**src/rtl/div_pkg.sv**
```systemverilog
// Shared types and constants for the divider job sequencer.
package div_pkg;

    // Operand / quotient width the divider bus is built for.
    localparam int DEF_WIDTH = 5;

    // Sequencer FSM states.
    typedef enum logic [1:0] {
        IDLE   = 2'd0,
        LOAD_B = 2'd1,
        LOAD_A = 2'd2,
        WAIT   = 2'd3
    } seq_state_t;

    // Quotient reported for a divide-by-zero job.
    localparam logic [DEF_WIDTH-1:0] QUOT_DBZ = {DEF_WIDTH{1'b1}};

endpackage

```
**src/rtl/div_job_fifo.sv**
```systemverilog
// Small synchronous job FIFO with occupancy count; a full FIFO never accepts,
// even when a pop happens in the same cycle.
module div_job_fifo #(
    parameter  int DW    = 10,
    parameter  int DEPTH = 4,
    localparam int AW    = $clog2(DEPTH),
    localparam int CW    = $clog2(DEPTH) + 1
) (
    input  logic          clk,
    input  logic          rst_n,
    input  logic          push_i,
    input  logic [DW-1:0] wdata_i,
    input  logic          pop_i,
    output logic [DW-1:0] rdata_o,
    output logic [CW-1:0] count_o,
    output logic          full_o,
    output logic          empty_o
);

    logic [DW-1:0] mem_q [DEPTH];
    logic [AW-1:0] wr_ptr_q;
    logic [AW-1:0] rd_ptr_q;
    logic [CW-1:0] count_q;
    logic [CW-1:0] count_d;
    logic          push_s;
    logic          pop_s;

    assign full_o  = (count_q == CW'(DEPTH));
    assign empty_o = (count_q == '0);
    assign count_o = count_q;
    assign rdata_o = mem_q[rd_ptr_q];
    assign push_s  = push_i && !full_o;
    assign pop_s   = pop_i && !empty_o;

    // Next occupancy: simultaneous push and pop leaves the count unchanged.
    always_comb begin
        count_d = count_q;
        if (push_s && !pop_s) begin
            count_d = count_q + CW'(1);
        end else if (pop_s && !push_s) begin
            count_d = count_q - CW'(1);
        end else begin
            count_d = count_q;
        end
    end

    // Storage, pointers (wrapping modulo DEPTH) and count.
    always_ff @(posedge clk or negedge rst_n) begin
        if (!rst_n) begin
            for (int i = 0; i < DEPTH; i++) begin
                mem_q[i] <= '0;
            end
            wr_ptr_q <= '0;
            rd_ptr_q <= '0;
            count_q  <= '0;
        end else begin
            if (push_s) begin
                mem_q[wr_ptr_q] <= wdata_i;
                wr_ptr_q        <= wr_ptr_q + AW'(1);
            end
            if (pop_s) begin
                rd_ptr_q <= rd_ptr_q + AW'(1);
            end
            count_q <= count_d;
        end
    end

endmodule

```
**src/rtl/div_job_sequencer.sv**
```systemverilog
// Feeds queued dividend/divisor jobs to the serial repeated-subtraction
// divider, screens divide-by-zero, aborts hung jobs and returns quotients.
module div_job_sequencer
    import div_pkg::*;
#(
    parameter int WIDTH   = DEF_WIDTH,
    parameter int DEPTH   = 4,
    parameter int TIMEOUT = 64
) (
    input  logic             clk,
    input  logic             rst_n,
    input  logic             in_valid,
    output logic             in_ready,
    input  logic [WIDTH-1:0] in_dividend,
    input  logic [WIDTH-1:0] in_divisor,
    output logic             div_start,
    output logic [WIDTH-1:0] div_data,
    input  logic             div_done,
    input  logic [WIDTH-1:0] div_quotient,
    output logic             out_valid,
    input  logic             out_ready,
    output logic [WIDTH-1:0] out_quotient,
    output logic             out_dbz,
    output logic             out_timeout,
    output logic             busy
);

    localparam int TW = $clog2(TIMEOUT);
    localparam int CW = $clog2(DEPTH) + 1;
    localparam logic [WIDTH-1:0] QUOT_ALL_ONES = {WIDTH{1'b1}};

    logic [2*WIDTH-1:0] fifo_wdata_s;
    logic [2*WIDTH-1:0] fifo_rdata_s;
    logic [CW-1:0]      fifo_count_s;
    logic               fifo_full_s;
    logic               fifo_empty_s;
    logic               push_s;
    logic               pop_s;
    logic [WIDTH-1:0]   head_dividend_s;
    logic [WIDTH-1:0]   head_divisor_s;

    seq_state_t         state_q;
    logic [TW-1:0]      timer_q;
    logic [WIDTH-1:0]   job_dividend_q;
    logic               div_start_q;
    logic [WIDTH-1:0]   div_data_q;
    logic               out_valid_q;
    logic [WIDTH-1:0]   out_quotient_q;
    logic               out_dbz_q;
    logic               out_timeout_q;

    assign fifo_wdata_s    = {in_dividend, in_divisor};
    assign head_dividend_s = fifo_rdata_s[2*WIDTH-1:WIDTH];
    assign head_divisor_s  = fifo_rdata_s[WIDTH-1:0];

    // in_ready is decoded from the registered count only.
    assign in_ready = !fifo_full_s;
    assign push_s   = in_valid && !fifo_full_s;
    // Only pop when idle and the result slot is free (one bubble per result).
    assign pop_s    = (state_q == IDLE) && !fifo_empty_s && !out_valid_q;

    div_job_fifo #(
        .DW    (2 * WIDTH),
        .DEPTH (DEPTH)
    ) u_fifo (
        .clk     (clk),
        .rst_n   (rst_n),
        .push_i  (push_s),
        .wdata_i (fifo_wdata_s),
        .pop_i   (pop_s),
        .rdata_o (fifo_rdata_s),
        .count_o (fifo_count_s),
        .full_o  (fifo_full_s),
        .empty_o (fifo_empty_s)
    );

    // Sequencer FSM with timer, job register and output register.
    always_ff @(posedge clk or negedge rst_n) begin
        if (!rst_n) begin
            state_q        <= IDLE;
            timer_q        <= '0;
            job_dividend_q <= '0;
            div_start_q    <= 1'b0;
            div_data_q     <= '0;
            out_valid_q    <= 1'b0;
            out_quotient_q <= '0;
            out_dbz_q      <= 1'b0;
            out_timeout_q  <= 1'b0;
        end else begin
            if (out_valid_q && out_ready) begin
                out_valid_q <= 1'b0;
            end

            case (state_q)
                IDLE: begin
                    div_start_q <= 1'b0;
                    if (pop_s) begin
                        job_dividend_q <= head_dividend_s;
                        if (head_divisor_s == '0) begin
                            out_valid_q    <= 1'b1;
                            out_quotient_q <= QUOT_ALL_ONES;
                            out_dbz_q      <= 1'b1;
                            out_timeout_q  <= 1'b0;
                        end else begin
                            state_q     <= LOAD_B;
                            div_start_q <= 1'b1;
                            div_data_q  <= head_divisor_s;
                        end
                    end
                end
                LOAD_B: begin
                    state_q     <= LOAD_A;
                    div_start_q <= 1'b1;
                    div_data_q  <= job_dividend_q;
                end
                LOAD_A: begin
                    state_q     <= WAIT;
                    div_start_q <= 1'b0;
                    timer_q     <= '0;
                end
                WAIT: begin
                    div_start_q <= 1'b0;
                    // A done seen on the first WAIT cycle may belong to the previous job.
                    if (div_done && (timer_q != '0)) begin
                        out_valid_q    <= 1'b1;
                        out_quotient_q <= div_quotient;
                        out_dbz_q      <= 1'b0;
                        out_timeout_q  <= 1'b0;
                        state_q        <= IDLE;
                    end else if (timer_q == TW'(TIMEOUT - 1)) begin
                        out_valid_q    <= 1'b1;
                        out_quotient_q <= '0;
                        out_dbz_q      <= 1'b0;
                        out_timeout_q  <= 1'b1;
                        state_q        <= IDLE;
                    end else begin
                        timer_q <= timer_q + TW'(1);
                    end
                end
                default: begin
                    state_q     <= IDLE;
                    div_start_q <= 1'b0;
                end
            endcase
        end
    end

    assign div_start    = div_start_q;
    assign div_data     = div_data_q;
    assign out_valid    = out_valid_q;
    assign out_quotient = out_quotient_q;
    assign out_dbz      = out_dbz_q;
    assign out_timeout  = out_timeout_q;
    assign busy         = (state_q != IDLE) || (fifo_count_s != '0);

endmodule

```
**config.mk**
```make
export PLATFORM = sky130hd
export DESIGN_NAME = div_job_sequencer
export DESIGN_NICKNAME = d
export VERILOG_FILES = /design/src/rtl/div_pkg.sv /design/src/rtl/div_job_fifo.sv /design/src/rtl/div_job_sequencer.sv
export SDC_FILE = /design/constraint.sdc
export NUM_CORES = 1
export LEC_CHECK = 0
export ABC_AREA = 1
export CORE_UTILIZATION = 50
export CTS_BUF_LIST = sky130_fd_sc_hd__clkbuf_4 sky130_fd_sc_hd__clkbuf_8 sky130_fd_sc_hd__clkbuf_16
export CTS_CLUSTER_DIAMETER = 100
export DETAILED_ROUTE_END_ITERATION = 10
export DONT_BUFFER_PORTS = 1
export GPL_TIMING_DRIVEN = 0
export PLACE_DENSITY_LB_ADDON = 0.15
export SYNTH_ARGS = -nofsm -noshare
export SYNTH_HDL_FRONTEND = slang
export SYNTH_HIERARCHICAL = 1
export SYNTH_SLANG_ARGS = --single-unit
```
**constraint.sdc**
```tcl
create_clock -name clk -period 2.5 [get_ports clk]
set_clock_uncertainty 0.1 [all_clocks]
set_input_delay 0.75 -clock clk [delete_from_list [all_inputs] [get_ports clk]]
set_output_delay 0.75 -clock clk [all_outputs]
set_load 0.1 [all_outputs]
```
==> impl_metrics.csv, run 1 <==
group,metric,value,unit
logic_synthesis,synthTopCellsByCount,"nand2_1 (176), dfrtp_1 (74), nand4_1 (50), nor2_1 (39), inv_1 (28)",
sta,post-route-period-util,0.971,
layout,drive_above_1_share,0.165,
routing,drt-total-wl,9.50,mm
logic_synthesis,synth-edff-count,0,
worst_setup_path,rr_endpoint,"u_fifo/count_o[1]",
global_route,antenna_found_initial,0,
sta,maxSlewHeadroom,0.388,
global_route,grtUsageTotal,0.248,
global_route,grt_max_degree,75,
logic_synthesis,ys_warn_count,6,
worst_setup_path,path_max_fanout,11,
worst_setup_path,r2r_cells,12,
run_status,status,"complete, but fails checks",
power_and_ir_drop,seqPwrFrac,0.391,
die,die_x,92.1,um
logic_synthesis,ys_top_cells_by_area,"dfrtp_1 (46%), nand2_1 (16%), nand4_1 (7.7%)",
power_and_ir_drop,clkPwrFrac,0.138,
power_and_ir_drop,leakage,2.29,nW
placed_design,dp_hpwl,6.67,mm
clock_network,clock_sinks,74,
logic_synthesis,yosys.area.top_type,"dfrtp_1",
die,initial_utilization,0.522,
layout,n_antenna_cell,0,
sta,fmax,412,MHz
placed_design,placed_area,4180,um^2
clock_network,cts.path.max_buffers,2,
worst_setup_path,crit_path_max_incr_delay,0.43,ns
worst_setup_path,cp.buffers_inverters,3,
layout,final_nets,550,
routing,post-route-drc-count,0,
clock_network,cts_made_buffers,9,
flow_run,max-cap-violations,0,
sta,tightest_slew,0.918,ns
logic_synthesis,ys_ff_latch,74,
clock_network,htreeDepth,3,
sta,final.hold.worst_slack,-0.00907,ns
die,die_area,8470,um^2
sta,finalWorstSetupSlack,0.0733,ns
power_and_ir_drop,p_sw_frac,0.509,
power_and_ir_drop,p_int,0.00347,W
worst_setup_path,crit_type,"flop to primary output",
logic_synthesis,synth-async-reset-ratio,1.00,
logic_synthesis,netlist_area,4060,um^2
clock_network,clk_latency,0.34,ns
routing,postRouteAntennaNets,0,
run_status,violations,"negative hold slack",
worst_setup_path,crit_required,1.65,ns
worst_hold_path,hold_path_class,"input port to async pin",
logic_synthesis,yosysTopAreaCellShare,0.457,
logic_synthesis,syn_nets,533,
clock_network,clkTransAtPathRegs,0.08,ns
logic_synthesis,synth_most_common_cell,"nand2_1",
sta,fin_crit,2.43,ns
logic_synthesis,syn_avg_cell_area,8.11,um^2
routing,wl_per_cell,15.2,um
routing,avgViaCountPerCell,5.42,
worst_setup_path,cp_slowest_cell,"dfrtp_2",
placed_design,place_worst_setup_slack,-0.0662,ns
logic_synthesis,ys_seq_area_frac,0.457,
worst_setup_path,crit_cells,5,
power_and_ir_drop,comb_power_share,0.471,
placed_design,port_buffers,0,
logic_synthesis,synthCells,500,
global_route,grt_overflow,0,
layout,final_area,4490,um^2
routing,vias,3385,
clock_network,cts_root_buf,"clkbuf_8",
placed_design,gp_congestion,0.872,
power_and_ir_drop,vdd_drop_max,903,uV
worst_setup_path,critical_path_arrival,1.58,ns
clock_network,cts_tree,"done",
logic_synthesis,synth_ff_type,"dfrtp_1",
layout,syn2layout_area_growth,10.6,%
global_route,grt_pass1_wl,16.4,mm
worst_setup_path,endpoint,"in_ready",
sta,setup_viol,0,
routing,drt_iter0_drc,198,
sta,rsz0062_at_grt,"no",
global_route,grt_pass1_vias,3445,
die,num_rows,32,
power_and_ir_drop,powerDensity,1570,nW/um^2
sta,drv_slew,0,
layout,final_util,0.577,
power_and_ir_drop,switching_power,0.00360,W
worst_setup_path,crit_chain,"nor2_4, nand2_2, buf_12, inv_4, clkinvlp_4",
die,die-height,92.1,um
routing,dr.pass1.iters,5,
logic_synthesis,synthDistinctLibCells,37,
die,coreArea,7770,um^2
die,pin_count,36,
worst_setup_path,startpoint,"u_fifo/count_o[0]",
worst_setup_path,worstReg2RegStart,"state_q[0]",
worst_setup_path,ff2ff_setup_slack,0.19,ns
worst_setup_path,critPathCaptureType,"primary output",
sta,final_hold_viol_count,13,
worst_setup_path,startpoint_type,"flop",
worst_setup_path,critical-path-top-delay-family,"buffers and inverters",
stage by stage:
stage          TNS (ns)  hold slack [ns]  total power [W]  cells
6_report              0         -0.00907          0.00706    624
5_1_grt               0          -0.0274          0.00768    624
4_1_cts         -0.0370          -0.0208          0.00700    621
3_5_place_dp    -0.0662            0.354          0.00592    602
3_3_place_gp    -0.0131            0.348          0.00582    602
2_1_floorplan         0            0.337          0.00523    500
final cells by class:
type / count / area (um^2)
Fill cell: 722 / 3280
Sequential cell: 74 / 1860
Clock inverter: 4 / 48.8
Clock buffer: 12 / 159
Inverter: 33 / 135
Tap cell: 102 / 128
Buffer: 23 / 165
Multi-Input combinational cell: 369 / 1940
Timing Repair Buffer: 7 / 52.6
power groups by stage:
stage	Sequential, W	Clock [W]	Combinational, W
after global placement	0.00277	0	0.00305
after CTS	0.00276	0.000992	0.00325
final	0.00276	0.000975	0.00333
after detailed placement	0.00279	0	0.00313
after floorplan	0.00269	0	0.00254
after global routing	0.00283	0.00105	0.00381
sequential cells by signal (all words and copies together), names as in the netlist, 2 cells and up:
signal	flops
div_data	5
job_dividend_q	5
out_quotient	5
state_q	2
timer_q	6
u_fifo/count_o	3
u_fifo/mem_q	40
u_fifo/rd_ptr_q	2
u_fifo/wr_ptr_q	2
repair_timing:
| item | 4_1_cts | 5_1_grt |
|---|---|---|
| endpoints found under the hold margin | 74 | 72 |
| endpoints found under the setup margin | 3 | 11 |
| setup buffers | 3 | 4 |
| resized for setup | 10 | 5 |
| pin swaps | 1 | 1 |
cells by family (layout without fill, tap and decap cells):
logic type      after synthesis  in the layout  synth area share
simple gates                312            312             0.363
flops                        74             74             0.457
buf+inv                      57             79            0.0740
compound gates               41             41            0.0583
fa+ha+maj                    13             13            0.0420
xor+xnor                      3              3           0.00648
cells in the final DEF, fill, tap and decap left out, drive strengths merged, types with 2 or more instances in the layout:
master / n
nor2: 43
a21oi: 2
clkinv: 3
ha: 12
or2: 2
dfrtp: 74
inv: 32
clkbuf: 16
nand2: 188
nand4: 51
xnor2: 2
nand3: 25
buf: 26
o21ai: 37
metal layers:
| layer | up-vias | part of all wire | GRT usage | routed length [um] |
|---|---|---|---|---|
| met5 | - | 0 | 0 | 0 |
| met4 | 0 | 0.023 | 0.113 | 223 |
| met3 | 19 | 0.050 | 0.0473 | 477 |
| met2 | 98 | 0.47 | 0.390 | 4500 |
| met1 | 1596 | 0.45 | 0.331 | 4300 |
| li1 | 1672 | - | - | - |
how the worst min path moves through the flow:
stage,start,depth (start not counted),slack (ns),endpoint
final,rst_n,0,-0.009,out_quotient[3]
after floorplan,u_fifo/mem_q[0],2,0.34,u_fifo/mem_q[0]
after detailed placement,u_fifo/mem_q[27],2,0.35,u_fifo/mem_q[27]
after global placement,u_fifo/mem_q[28],2,0.35,u_fifo/mem_q[28]
after CTS,rst_n,0,-0.02,out_quotient[0]
after global routing,rst_n,0,-0.03,out_quotient[3]
No activity file was read; power rests on OpenSTA's default activity.
==> inputs of run 2 (changes only) <==
==> constraint.sdc (replaced) <==
create_clock -name clk -period 2 [get_ports clk]
set_clock_uncertainty 0.1 [all_clocks]
set_input_delay 0.6 -clock clk [delete_from_list [all_inputs] [get_ports clk]]
set_output_delay 0.6 -clock clk [all_outputs]
set_load 0.1 [all_outputs]
==> impl_metrics.csv, run 2 (synthesized netlist as in run 1, its figures left out) <==
group,metric,value,unit
layout,largest_register_ffs,40,
die,pin_count,36,
run_status,violations,"negative hold slack, negative setup slack",
routing,drt_iter0_drc,206,
global_route,grt_pass1_wl,15.5,mm
sta,final_hold_viol_count,74,
clock_network,htreeDepth,3,
worst_setup_path,critical_path_arrival,1.55,ns
sta,setup_viol,4,
sta,tightest_slew,0.859,ns
sta,final.hold.worst_slack,-0.162,ns
sta,maxSlewHeadroom,0.427,
sta,fmax,444,MHz
routing,avgViaCountPerCell,5.36,
clock_network,cts_made_buffers,9,
placed_design,gp_congestion,0.849,
die,coreArea,7770,um^2
global_route,grt_pass1_vias,3189,
placed_design,dp_hpwl,6.75,mm
layout,multiInputGateArea,2040,um^2
layout,nFillCells,719,
layout,seqCellArea,1870,um^2
worst_setup_path,crit_required,1.30,ns
die,initial_utilization,0.522,
layout,drive_above_1_share,0.246,
global_route,grtUsageTotal,0.242,
clock_network,cts_tree,"done",
sta,drv_slew,0,
clock_network,clk_latency,0.35,ns
worst_hold_path,hold_path_class,"input port to async pin",
global_route,grt_max_degree,75,
die,die-height,92.1,um
sta,post-route-period-util,1.13,
layout,n_antenna_cell,0,
worst_setup_path,crit_type,"flop to primary output",
global_route,grt_overflow,0,
run_status,status,"complete, but fails checks",
flow_run,max-cap-violations,0,
worst_setup_path,r2r_cells,14,
worst_setup_path,crit_path_max_incr_delay,0.41,ns
worst_setup_path,crit_cells,5,
sta,fin_crit,2.25,ns
placed_design,port_buffers,0,
worst_setup_path,critical-path-top-delay-family,"buffers and inverters",
layout,final_cell_mix,"nand2_1 (173), dfrtp_1 (58), nand4_1 (50), nor2_1 (36), buf_4 (22)",
die,die_x,92.1,um
clock_network,cts.path.max_buffers,2,
sta,finalWorstSetupSlack,-0.251,ns
layout,largestRegisters,"u_fifo/mem_q x40, timer_q x6",
clock_network,clkTransAtPathRegs,0.07,ns
worst_setup_path,critPathCaptureType,"primary output",
worst_setup_path,crit_chain,"nor2_4, nand2_4, buf_8, inv_6, clkinvlp_4",
routing,dr.pass1.iters,4,
sta,rsz0062_at_grt,"yes",
layout,final_util,0.608,
die,num_rows,32,
routing,drt-total-wl,9.81,mm
clock_network,cts_root_buf,"clkbuf_8",
clock_network,clock_sinks,74,
routing,vias,3419,
layout,regMostFlops,"u_fifo/mem_q",
layout,syn2layout_area_growth,16.4,%
worst_setup_path,cp.buffers_inverters,3,
worst_setup_path,cp_slowest_cell,"dfrtp_1",
routing,postRouteAntennaNets,0,
layout,final_nets,564,
routing,post-route-drc-count,0,
layout,layout_commonest_cell,"nand2_1",
worst_setup_path,startpoint_type,"flop",
die,die_area,8470,um^2
worst_setup_path,path_max_fanout,3,
routing,wl_per_cell,15.4,um
global_route,antenna_found_initial,0,
==> run 2: cell types whose count changed in the layout (fill, tap and decap cells not counted), moves of 6 or more <==
cell / before / now
inv_1: 26 / 20
o21ai_0: 26 / 14
dfrtp_1: 72 / 58
buf_4: 8 / 22
o21ai_1: 6 / 14
dfrtp_2: 1 / 15
==> run 2: through the flow <==
step                      area (um^2)  setup TNS [ns]  instances  setup WS [ns]
after floorplan                  4090          -0.499        500         -0.180
after global placement           4220           -4.96        602         -0.383
after detailed placement         4220           -5.47        602         -0.422
after CTS                        4620          -0.840        632         -0.390
after global routing             4720          -0.817        638         -0.303
final                            4720          -0.456        638         -0.251
==> run 2: final timing paths <==
path / from / end / slack, ns
max in group asynchronous: rst_n / u_fifo/count_o[0] / 1.79
hold / removal: rst_n / div_data[3] / -0.16
setup / recovery: u_fifo/count_o[1] / in_ready / -0.25
hold reg to reg: u_fifo/mem_q[5] / u_fifo/mem_q[5] / 0.37
min in group clk: in_dividend[2] / u_fifo/mem_q[7] / 0.30
setup reg to reg: u_fifo/count_o[2] / u_fifo/count_o[2] / -0.07
==> run 2: worst reg2reg max path: cells and delay by family, from the launching register on <==
family / cells / cell delay (ns)
simple gates: 7 / 0.57
fa+ha+maj: 2 / 0.47
flops: 1 / 0.46
buf+inv: 5 / 0.37
==> run 2: routing by layer <==
| layer | routed length, um | track usage | share of wire |
|---|---|---|---|
| met4 | 120 | 0.0742 | 0.012 |
| met2 | 4980 | 0.402 | 0.51 |
| met3 | 482 | 0.0663 | 0.049 |
| met1 | 4230 | 0.308 | 0.43 |
| met5 | 0 | 0 | 0 |
==> run 2: timing repair <==
| item | in CTS | in global routing |
|---|---|---|
| resized for setup | 39 | 29 |
| setup buffers | 14 | 9 |
| pin swaps | 8 | 11 |
| endpoints found under the setup margin | 25 | 26 |
| hold endpoints to repair | 74 | 74 |
==> run 2: area by class of cell <==
class                           count  share of cell area
Buffer                             22              0.0353
Multi-Input combinational cell    369               0.433
Tap cell                          102              0.0270
Clock inverter                      2             0.00212
Clock buffer                       14              0.0382
Timing Repair Buffer               22              0.0358
Inverter                           33              0.0318
Sequential cell                    74               0.397
Power of run 2 is not shown: default switching activity piles up to over one toggle a cycle in this logic, so the estimate is an artifact.
